[config.mk]
export PLATFORM = sky130hd
export DESIGN_NAME = amstrad_mem_arbiter
export DESIGN_NICKNAME = d
export VERILOG_FILES = /design/src/rtl/amstrad_mem_arbiter.sv
export SDC_FILE = /design/constraint.sdc
export NUM_CORES = 1
export LEC_CHECK = 0
export BUFFER_PORTS_ARGS = -buffer_cell sky130_fd_sc_hd__clkbuf_2
export CELL_PAD_IN_SITES_DETAIL_PLACEMENT = 0
export CELL_PAD_IN_SITES_GLOBAL_PLACEMENT = 2
export CORE_ASPECT_RATIO = 1.75
export CORE_MARGIN = 1.5
export CORE_UTILIZATION = 29
export CTS_BUF_LIST = sky130_fd_sc_hd__clkbuf_8
export CTS_CLUSTER_DIAMETER = 30
export DETAILED_ROUTE_END_ITERATION = 6
export GPL_TIMING_DRIVEN = 0
export PLACE_DENSITY = 0.88
export SYNTH_ARGS = -nofsm -noshare
export SYNTH_HDL_FRONTEND = slang
export SYNTH_SLANG_ARGS = --single-unit
[constraint.sdc]
create_clock -name clk_i -period 2.68 [get_ports clk_i]
set_input_delay 0.134 -clock clk_i [delete_from_list [all_inputs] [get_ports clk_i]]
set_output_delay 0.134 -clock clk_i [all_outputs]
set_load 0.1 [all_outputs]
[src/rtl/amstrad_mem_arbiter.sv]
// Single-port memory slot scheduler: 4-phase bus counter, CPU/video/loader arbitration, CPU wait.
// Optional memory-ack watchdog enabled by defining ARB_TIMEOUT_EN.
module amstrad_mem_arbiter #(
    parameter logic [22:0] VRAM_BASE = 23'h000000,
    parameter int unsigned TIMEOUT   = 64
) (
    input  logic        clk_i,
    input  logic        rst_ni,
    input  logic        ce_4p_i,
    input  logic        fast_cpu_i,
    output logic [1:0]  phase_o,
    input  logic        cpu_mreq_i,
    input  logic        cpu_rd_i,
    input  logic        cpu_wr_i,
    input  logic [22:0] cpu_addr_i,
    input  logic [7:0]  cpu_dout_i,
    output logic [7:0]  cpu_din_o,
    output logic        cpu_wait_n_o,
    input  logic [14:0] vid_addr_i,
    output logic [15:0] vid_data_o,
    output logic        vid_valid_o,
    output logic        vid_late_o,
    input  logic        ld_req_i,
    input  logic [22:0] ld_addr_i,
    input  logic [7:0]  ld_data_i,
    output logic        ld_ack_o,
    output logic        mem_req_o,
    output logic        mem_we_o,
    output logic [22:0] mem_addr_o,
    output logic [7:0]  mem_wdata_o,
    input  logic [15:0] mem_rdata_i,
    input  logic        mem_ack_i,
    output logic        arb_err_o
);

    localparam logic [1:0] StIdle    = 2'd0;
    localparam logic [1:0] StBusyCpu = 2'd1;
    localparam logic [1:0] StBusyVid = 2'd2;
    localparam logic [1:0] StBusyLd  = 2'd3;

    logic [1:0]  state_q, state_d;
    logic [1:0]  phase_q, phase_d;
    logic        mem_req_q, mem_req_d;
    logic        mem_we_q, mem_we_d;
    logic [22:0] mem_addr_q, mem_addr_d;
    logic [7:0]  mem_wdata_q, mem_wdata_d;
    logic [7:0]  cpu_din_q, cpu_din_d;
    logic        cpu_wait_n_q, cpu_wait_n_d;
    logic        cpu_done_q, cpu_done_d;
    logic [15:0] vid_data_q, vid_data_d;
    logic        vid_valid_q, vid_valid_d;
    logic        vid_late_q, vid_late_d;
    logic        ld_ack_q, ld_ack_d;

    logic        cpu_req;
    logic        cpu_pend;
    logic        done;
    logic [15:0] rdata;
    logic [22:0] vid_byte_addr;

`ifdef ARB_TIMEOUT_EN
    logic [31:0] tmo_cnt_q, tmo_cnt_d;
    logic        arb_err_q, arb_err_d;
`else
    logic        unused_timeout;
    assign unused_timeout = ^TIMEOUT;
`endif

    assign cpu_req       = cpu_mreq_i & (cpu_rd_i | cpu_wr_i);
    assign cpu_pend      = cpu_req & ~cpu_done_q;
    assign vid_byte_addr = VRAM_BASE + {7'd0, vid_addr_i, 1'b0};

    always_comb begin
        state_d     = state_q;
        phase_d     = phase_q;
        mem_req_d   = mem_req_q;
        mem_we_d    = mem_we_q;
        mem_addr_d  = mem_addr_q;
        mem_wdata_d = mem_wdata_q;
        cpu_din_d   = cpu_din_q;
        cpu_done_d  = cpu_done_q;
        vid_data_d  = vid_data_q;
        vid_valid_d = 1'b0;
        vid_late_d  = 1'b0;
        ld_ack_d    = 1'b0;
        done        = 1'b0;
        rdata       = mem_rdata_i;
`ifdef ARB_TIMEOUT_EN
        tmo_cnt_d   = tmo_cnt_q;
        arb_err_d   = arb_err_q;
`endif

        if (state_q != StIdle) begin
            if (mem_ack_i) begin
                done = 1'b1;
            end
`ifdef ARB_TIMEOUT_EN
            else if (tmo_cnt_q == TIMEOUT - 1) begin
                // Watchdog expiry completes the requester with all-ones data.
                done      = 1'b1;
                rdata     = 16'hFFFF;
                arb_err_d = 1'b1;
            end else begin
                tmo_cnt_d = tmo_cnt_q + 32'd1;
            end
`endif
        end

        if (done) begin
            mem_req_d = 1'b0;
            state_d   = StIdle;
            case (state_q)
                StBusyCpu: begin
                    if (!mem_we_q) begin
                        cpu_din_d = mem_addr_q[0] ? rdata[15:8] : rdata[7:0];
                    end
                    cpu_done_d = 1'b1;
                end
                StBusyVid: begin
                    vid_data_d  = rdata;
                    vid_valid_d = 1'b1;
                end
                StBusyLd: ld_ack_d = 1'b1;
                default: ;
            endcase
        end

        if (!cpu_mreq_i) begin
            cpu_done_d = 1'b0;
        end

        // Grants only from IDLE; a phase that arrives while busy is simply lost.
        if (ce_4p_i) begin
            phase_d = phase_q + 2'd1;
            if (state_q == StIdle) begin
                case (phase_d)
                    2'd1: begin
                        state_d    = StBusyVid;
                        mem_req_d  = 1'b1;
                        mem_we_d   = 1'b0;
                        mem_addr_d = vid_byte_addr;
                    end
                    2'd2: begin
                        if (ld_req_i) begin
                            state_d     = StBusyLd;
                            mem_req_d   = 1'b1;
                            mem_we_d    = 1'b1;
                            mem_addr_d  = ld_addr_i;
                            mem_wdata_d = ld_data_i;
                        end else if (fast_cpu_i && cpu_pend) begin
                            state_d     = StBusyCpu;
                            mem_req_d   = 1'b1;
                            mem_we_d    = cpu_wr_i;
                            mem_addr_d  = cpu_addr_i;
                            mem_wdata_d = cpu_dout_i;
                        end
                    end
                    default: begin
                        if (cpu_pend) begin
                            state_d     = StBusyCpu;
                            mem_req_d   = 1'b1;
                            mem_we_d    = cpu_wr_i;
                            mem_addr_d  = cpu_addr_i;
                            mem_wdata_d = cpu_dout_i;
                        end
                    end
                endcase
`ifdef ARB_TIMEOUT_EN
                tmo_cnt_d = 32'd0;
`endif
            end else if (phase_d == 2'd1) begin
                vid_late_d = 1'b1;
            end
        end

        // Looks at the post-edge done flag so wait releases together with cpu_din.
        cpu_wait_n_d = ~(cpu_req & ~cpu_done_d);
    end

    always_ff @(posedge clk_i or negedge rst_ni) begin
        if (!rst_ni) begin
            state_q      <= StIdle;
            phase_q      <= 2'd0;
            mem_req_q    <= 1'b0;
            mem_we_q     <= 1'b0;
            mem_addr_q   <= 23'd0;
            mem_wdata_q  <= 8'd0;
            cpu_din_q    <= 8'hFF;
            cpu_wait_n_q <= 1'b1;
            cpu_done_q   <= 1'b0;
            vid_data_q   <= 16'd0;
            vid_valid_q  <= 1'b0;
            vid_late_q   <= 1'b0;
            ld_ack_q     <= 1'b0;
        end else begin
            state_q      <= state_d;
            phase_q      <= phase_d;
            mem_req_q    <= mem_req_d;
            mem_we_q     <= mem_we_d;
            mem_addr_q   <= mem_addr_d;
            mem_wdata_q  <= mem_wdata_d;
            cpu_din_q    <= cpu_din_d;
            cpu_wait_n_q <= cpu_wait_n_d;
            cpu_done_q   <= cpu_done_d;
            vid_data_q   <= vid_data_d;
            vid_valid_q  <= vid_valid_d;
            vid_late_q   <= vid_late_d;
            ld_ack_q     <= ld_ack_d;
        end
    end

`ifdef ARB_TIMEOUT_EN
    always_ff @(posedge clk_i or negedge rst_ni) begin
        if (!rst_ni) begin
            tmo_cnt_q <= 32'd0;
            arb_err_q <= 1'b0;
        end else begin
            tmo_cnt_q <= tmo_cnt_d;
            arb_err_q <= arb_err_d;
        end
    end
    assign arb_err_o = arb_err_q;
`else
    assign arb_err_o = 1'b0;
`endif

    assign phase_o      = phase_q;
    assign mem_req_o    = mem_req_q;
    assign mem_we_o     = mem_we_q;
    assign mem_addr_o   = mem_addr_q;
    assign mem_wdata_o  = mem_wdata_q;
    assign cpu_din_o    = cpu_din_q;
    assign cpu_wait_n_o = cpu_wait_n_q;
    assign vid_data_o   = vid_data_q;
    assign vid_valid_o  = vid_valid_q;
    assign vid_late_o   = vid_late_q;
    assign ld_ack_o     = ld_ack_q;

endmodule

### Word level (Yosys, flattened, before mapping)

Index checks and enable logic that the tools add are counted.

* add/subtract/negate cells: 1
* multipliers: 0
* divide/modulo/power cells: 0
* order comparisons: 0
* equality and inequality tests: 6
* shift-type cells: 0
* mux-type cells: 39
* bitwise logic cells: 9
* reductions and logical operators: 9

Operators with widths (number)
* $mux W23: 3
* $pmux W23 S2: 1
* $mux W8: 4
* $mux W1: 21
* $pmux W8 S2: 1
* $mux W2: 6
* $eq A2 B2 Y1 const B: 3
* $not A1 Y1: 5
* $reduce_and A5 Y1: 1
* $eq A2 B1 Y1 const B: 2
* $pmux W1 S2: 2
* $pmux W2 S2: 1
* $reduce_and A4 Y1: 1
* $reduce_bool A2 Y1: 2
* $and A1 B1 Y1: 3
* $ne A3 B3 Y1 const B: 1
* $reduce_and A3 Y1: 1
* $reduce_bool A3 Y1: 1
* $add A2 B1 Y2 const B: 1
* $logic_not A2 Y1: 1
* $reduce_and A2 Y1: 1
* $logic_and A1 B1 Y1: 1
* $or A1 B1 Y1: 1

* flip-flop bits (word level): 66
* bits in latches: 0
* RAM bits: 0
* memory bits (read-only): 0
* input bits: 102
* output and inout port bits: 64
* word-level logic and storage cells: 77
* memories: 0

### Longest topological paths before layout

* depth after elaboration: 9
* gate-level depth with buffers: 7
* depth with buffers taken out: 6

### Worst setup path after synthesis

OpenSTA, ideal clock, no wires.

* kind: flip-flop to flip-flop
* start point: register phase_q[1], in the netlist phase_o[1]
* end point: register mem_we_q, in the netlist mem_we_o
* setup time: 0.126 ns
* arrival time: 2.471 ns
* data required time: 2.554 ns
* setup slack: 0.083 ns
* cell stages (with the launch flop): 7
* buffers on the path: 1
* cells stage by stage: dfrtp_1 inv_1 ha_1 o31ai_2 o2111ai_4 buf_6 mux2_4

* longest elaborated chain between the ends: 4
* elaborated cells between the ends (all ways): 7
* those cells by class: add/sub: 1; eq/ne: 3; mux: 1; reduce/logical: 2

Ends and longest elaborated chain
* from (decl): line 42 `logic [1:0] phase_q, phase_d;`
* from (signal assigned): line 197 `phase_q <= phase_d;`
* $add A2 B1 Y2 *: line 134 `phase_d = phase_q + 2'd1;`
* $eq A2 B2 Y1 / $eq A2 B1 Y1 (equally long branches): line 136 `case (phase_d)`
* $ne A3 B3 Y1 (no line) / $reduce_bool A3 Y1 (equally long branches)
* $reduce_and A4 Y1 (no line)
* to (signal assigned): line 199 `mem_we_q <= mem_we_d;`
* to (decl): line 44 `logic mem_we_q, mem_we_d;`

Mark *: on every way between the ends. The rest lies on a longest branch, timed or not.
A chain may end at the register's enable or synchronous reset.

### Final worst setup path

* start point: register phase_q[0], in the netlist phase_o[0]
* end point: register mem_addr_q[20], in the netlist mem_addr_o[20]

* longest elaborated chain between the ends: 4
* elaborated cells between the ends (all ways): 7
* those cells by class: add/sub: 1; eq/ne: 3; mux: 1; reduce/logical: 2

Ends and longest elaborated chain
* $add A2 B1 Y2 *: line 134
* $eq A2 B2 Y1 / $eq A2 B1 Y1 (equally long branches): line 136
* $ne A3 B3 Y1 (no line) / $reduce_bool A3 Y1 (equally long branches)
* $reduce_and A4 Y1 (no line)
* to (signal assigned): line 200 `mem_addr_q <= mem_addr_d;`
* to (decl): line 45 `logic [22:0] mem_addr_q, mem_addr_d;`

Marks and branches as above.

==> results <==
- The initialized floorplan defines 52 standard-cell rows.
- The post-CTS setup-driven buffer insertion count is 0.
- The insertion delay to the later sink of the worst-skew pair is 350 ps.
- The net count after synthesis is around 380.
- The post-CTS clock slew at the launch and capture registers of the worst setup and hold paths is approximately 80 ps.
- The initial core utilization is between 20 and 30%.
- The count of buffers added on input and output ports is 163.
- The transition time of the tightest slew-check pin is roughly 690 ps.
- The critical path contains buffers and inverters numbering 2 combined.
- Counting distinct cell types in the post-synthesis netlist gives 32.
- The net count reported at finish is 559.
- The final critical delay including setup and external delays is about 2200 ps.
- The residual DRC count is 10.
- The capturing element type of the critical path is a flop.
- The full die area is roughly 12,000 um2.
- The first-pass GRT wire length is around 15,000 um.
- The final-report hold violation count is 0.
- The weighted congestion at the end of routability-driven global placement is approximately 0.73.
- The total CTS buffers is 9.
- Once detailed placement completed, the half-perimeter wirelength came to roughly 7200 um.
- The max-slew violation count is 0.
- The master of the slowest instance on the critical path is sky130_fd_sc_hd__dfrtp_1.
- The first detailed-routing pass took 6 iterations.
- After detailed routing, the average wire length per cell comes to 15.64 um.
- The tree is rooted in a sky130_fd_sc_hd__clkbuf_8.
- The final standard cell utilization of the core is approximately 40%.
- The count of H-tree levels built during CTS is 3.
- The count of boundary I/O pins is roughly 170.
- The combined global-route utilization of all metal layers is 15.77%.
- The fraction of the yosys area taken by sequential cells is between 40% and 50%.
- Setup slack on the worst reg-to-reg path comes out at 490 ps.
- The netlist area before placement is between 3000 and 4000 um2.
- The number of antenna diodes is 0.
- No sink is reached through more buffers than the 2 on the longest clock path.
- The library cell occupying the most area in the post-synthesis netlist is sky130_fd_sc_hd__dfrtp_1.
- The required arrival time at the worst endpoint is 2920 ps.
- The die is 146.2 um tall.
- Max-cap violations in this run came to 0.
- The TritonCTS sink count is between 60 and 70.
- For the worst flop-to-flop path, the logic depth is 6.
- The average size of a mapped cell is approximately 12 um2.
- The maximum number of pins on one net before global-route repair is 63.
- The launch point of the worst hold path is mem_rdata_i[13].
- Yosys printed 0 warnings.
- The setup skew after layout is ~14 ps.
- The startpoint of the most critical setup path is phase_o[0].
- Sorting the synthesized cells by area gives the leading types as sky130_fd_sc_hd__dfrtp_1 42%, sky130_fd_sc_hd__mux2_2 12%, sky130_fd_sc_hd__mux2i_1 9.1%, sky130_fd_sc_hd__mux2_4 8.8%, sky130_fd_sc_hd__dfstp_2 7.0%.
- The flow ran to the end, but the final reports show violations.
- Dividing the final minimum period by the clock period gives between 80% and 90%.
- The type of the worst setup path is flop to flop.
- The detailed router placed around 2.8k vias in this run.
- The via count of the first global-routing pass is between 2k and 3k.
- The floorplan die width is approximately 85 um.
- The relative area change from synthesis to final layout is 36.84%.
- After the first detailed-routing iteration, the DRC count stood at 95.
- The detail-routed via count per cell is 4.748.
- The cell count after synthesis came out at around 280.
- The fraction of registers with async set or reset after synthesis is 100.0%.
- The checks that failed: design-rule violations.
- The core region is approximately 12,000 um2.
- The fraction of layout instances using a drive strength above 1 is 56.09%.
- STA classifies the critical path startpoint as a flop.
- In this run the critical register-to-register path is launched from phase_o[0].
- The wire length reported by the detailed router is 9303 um.
- The worst hold path class is input port to flop.
- The clock tree from TritonCTS is built.
- The endpoint arrival time on the critical path is 2420 ps.
- In this run the critical register-to-register path is captured at mem_addr_o[20].
- For this run, the slowest stage of the critical path takes 450 ps.
- The worst hold slack is just over 30 ps.
- The relative slew slack is between 50% and 60%.
- The post-synthesis sequential element count is 66.
- The maximum clock frequency is 0.4570 GHz.
- Yosys mapped a number of flops with a built-in enable equal to 0.
- The family with the most delay on the worst path is compound AO/OA/AOI/OAI gates.
- The critical path goes through ha_1 > inv_1 > o31ai_2 > o2111ai_4 > buf_6 > mux2_4.
- Setup violations remaining at the end of the flow were counted as 0.
- The portion of synthesized cell area occupied by the leading cell type is between 40% and 50%.
- The number of nets with antenna violations after routing is 0.
- The worst hold endpoint is vid_data_o[13].
- Setup repair after global routing left no endpoint under its margin.
- Of all nets on the critical path, the largest fanout is 10.
- The post-route setup TNS is 0 ps.
- The number of antenna violations at the first check in global routing is 0.
- The hold path depth is 2.
- The most used flip-flop cell after synthesis is sky130_fd_sc_hd__dfrtp_1.
- The total global routing overflow is 0.
- After filler insertion, the fill cell instance count of the layout stands at roughly 1.2k.
-- synth_stat cells, types with 2 or more instances --
cell type / instances
sky130_fd_sc_hd__inv_1: 10
sky130_fd_sc_hd__o21ai_0: 26
sky130_fd_sc_hd__mux2i_1: 31
sky130_fd_sc_hd__dfrtp_1: 57
sky130_fd_sc_hd__buf_2: 6
sky130_fd_sc_hd__mux2_2: 36
sky130_fd_sc_hd__nand2_1: 14
sky130_fd_sc_hd__ha_1: 2
sky130_fd_sc_hd__buf_6: 2
sky130_fd_sc_hd__nor2_1: 16
sky130_fd_sc_hd__mux2_4: 20
sky130_fd_sc_hd__clkbuf_1: 7
sky130_fd_sc_hd__dfstp_2: 9
sky130_fd_sc_hd__a22oi_1: 15
sky130_fd_sc_hd__a21oi_1: 11
-- cells by family (layout without fill, tap and decap cells) --
kind of cell               count (synthesis)  in the layout  synth area share [%]
muxes                                     87             87                 29.89
DFF                                       66             66                 48.91
AOI/OAI and AO/OA                         59             59                 11.56
and+or+nand+nor                           37             37                 4.895
buffers and inverters                     26            207                 3.644
adders and majority gates                  2              2                0.7360
other                                      1              1                0.1103
xor gates and xnor gates                   1              1                0.2577
-- worst max-delay path by stage --
stage / to / cells past startpoint
2_1_floorplan: mem_we_o / 6
3_3_place_gp: mem_addr_o[9] / 6
3_5_place_dp: mem_addr_o[6] / 6
4_1_cts: mem_addr_o[20] / 6
5_1_grt: mem_addr_o[7] / 7
6_report: mem_addr_o[20] / 6
-- what timing repair did --
| action | in CTS | in global routing |
|---|---|---|
| gates resized for setup | 0 | 0 |
| hold buffers | 1 | 0 |
| hold endpoints to repair | 57 | 0 |
-- registers in the layout, indices dropped and copies added (netlist names), 2 cells and up --
name and count:
mem_addr_o 23, vid_data_o 16, cpu_din_o 8, mem_wdata_o 8
phase_o 2, state_q 2
-- layer usage --
metal,track usage (%),vias to the layer above,wire length (um)
met4,7.377,0,214
met1,17.74,1362,3535
met3,2.940,15,439
met2,28.28,96,5113
li1,-,1352,-
met5,0,-,0
-- worst reg2reg max path, cell delays in order (launching register included) --
cell                        delay [ps]
sky130_fd_sc_hd__dfrtp_1           450
sky130_fd_sc_hd__ha_1              330
sky130_fd_sc_hd__inv_1             240
sky130_fd_sc_hd__o31ai_2           160
sky130_fd_sc_hd__o2111ai_4         340
sky130_fd_sc_hd__buf_6             250
sky130_fd_sc_hd__mux2_4            320
-- layout make-up --
class | count | area, um2 | area share, %
buffer | 16 | 86.33 | 1.856
clock buffer | 10 | 137.6 | 2.959
clock inverter | 6 | 90.09 | 1.937
inverter | 10 | 37.54 | 0.8069
multi-input combinational | 187 | 1613 | 34.67
sequential | 66 | 1663 | 35.74
tap | 135 | 168.9 | 3.631
timing repair buffer | 165 | 855.8 | 18.40
-- per-stage QoR --
stage / setup slack, ps / cells / area [um2]
6_report: 491.8 / 595 / 4652
5_1_grt: 294.7 / 595 / 4652
4_1_cts: 478.6 / 595 / 4652
3_5_place_dp: 494.9 / 578 / 4414
3_3_place_gp: 510.5 / 577 / 4384
2_1_floorplan: 83.02 / 279 / 3400
-- placed cells by master (no fill, tap or decap), types with 2 or more instances in the layout --
cell	netlist	routed
sky130_fd_sc_hd__clkbuf_2	0	162
sky130_fd_sc_hd__dfrtp_1	57	57
sky130_fd_sc_hd__mux2_2	36	36
sky130_fd_sc_hd__mux2i_1	31	31
sky130_fd_sc_hd__o21ai_0	26	26
sky130_fd_sc_hd__mux2_4	20	20
sky130_fd_sc_hd__nor2_1	16	16
sky130_fd_sc_hd__a22oi_1	15	15
sky130_fd_sc_hd__nand2_1	14	14
sky130_fd_sc_hd__a21oi_1	11	11
sky130_fd_sc_hd__inv_1	10	10
sky130_fd_sc_hd__clkbuf_8	0	10
sky130_fd_sc_hd__dfstp_2	9	9
sky130_fd_sc_hd__clkbuf_1	7	7
sky130_fd_sc_hd__buf_2	6	6
sky130_fd_sc_hd__buf_6	2	2
sky130_fd_sc_hd__ha_1	2	2
sky130_fd_sc_hd__bufinv_16	0	2
sky130_fd_sc_hd__clkinv_4	0	2
Power is not shown: default switching activity piles up to over one toggle a cycle in this logic, so the estimate is an artifact.
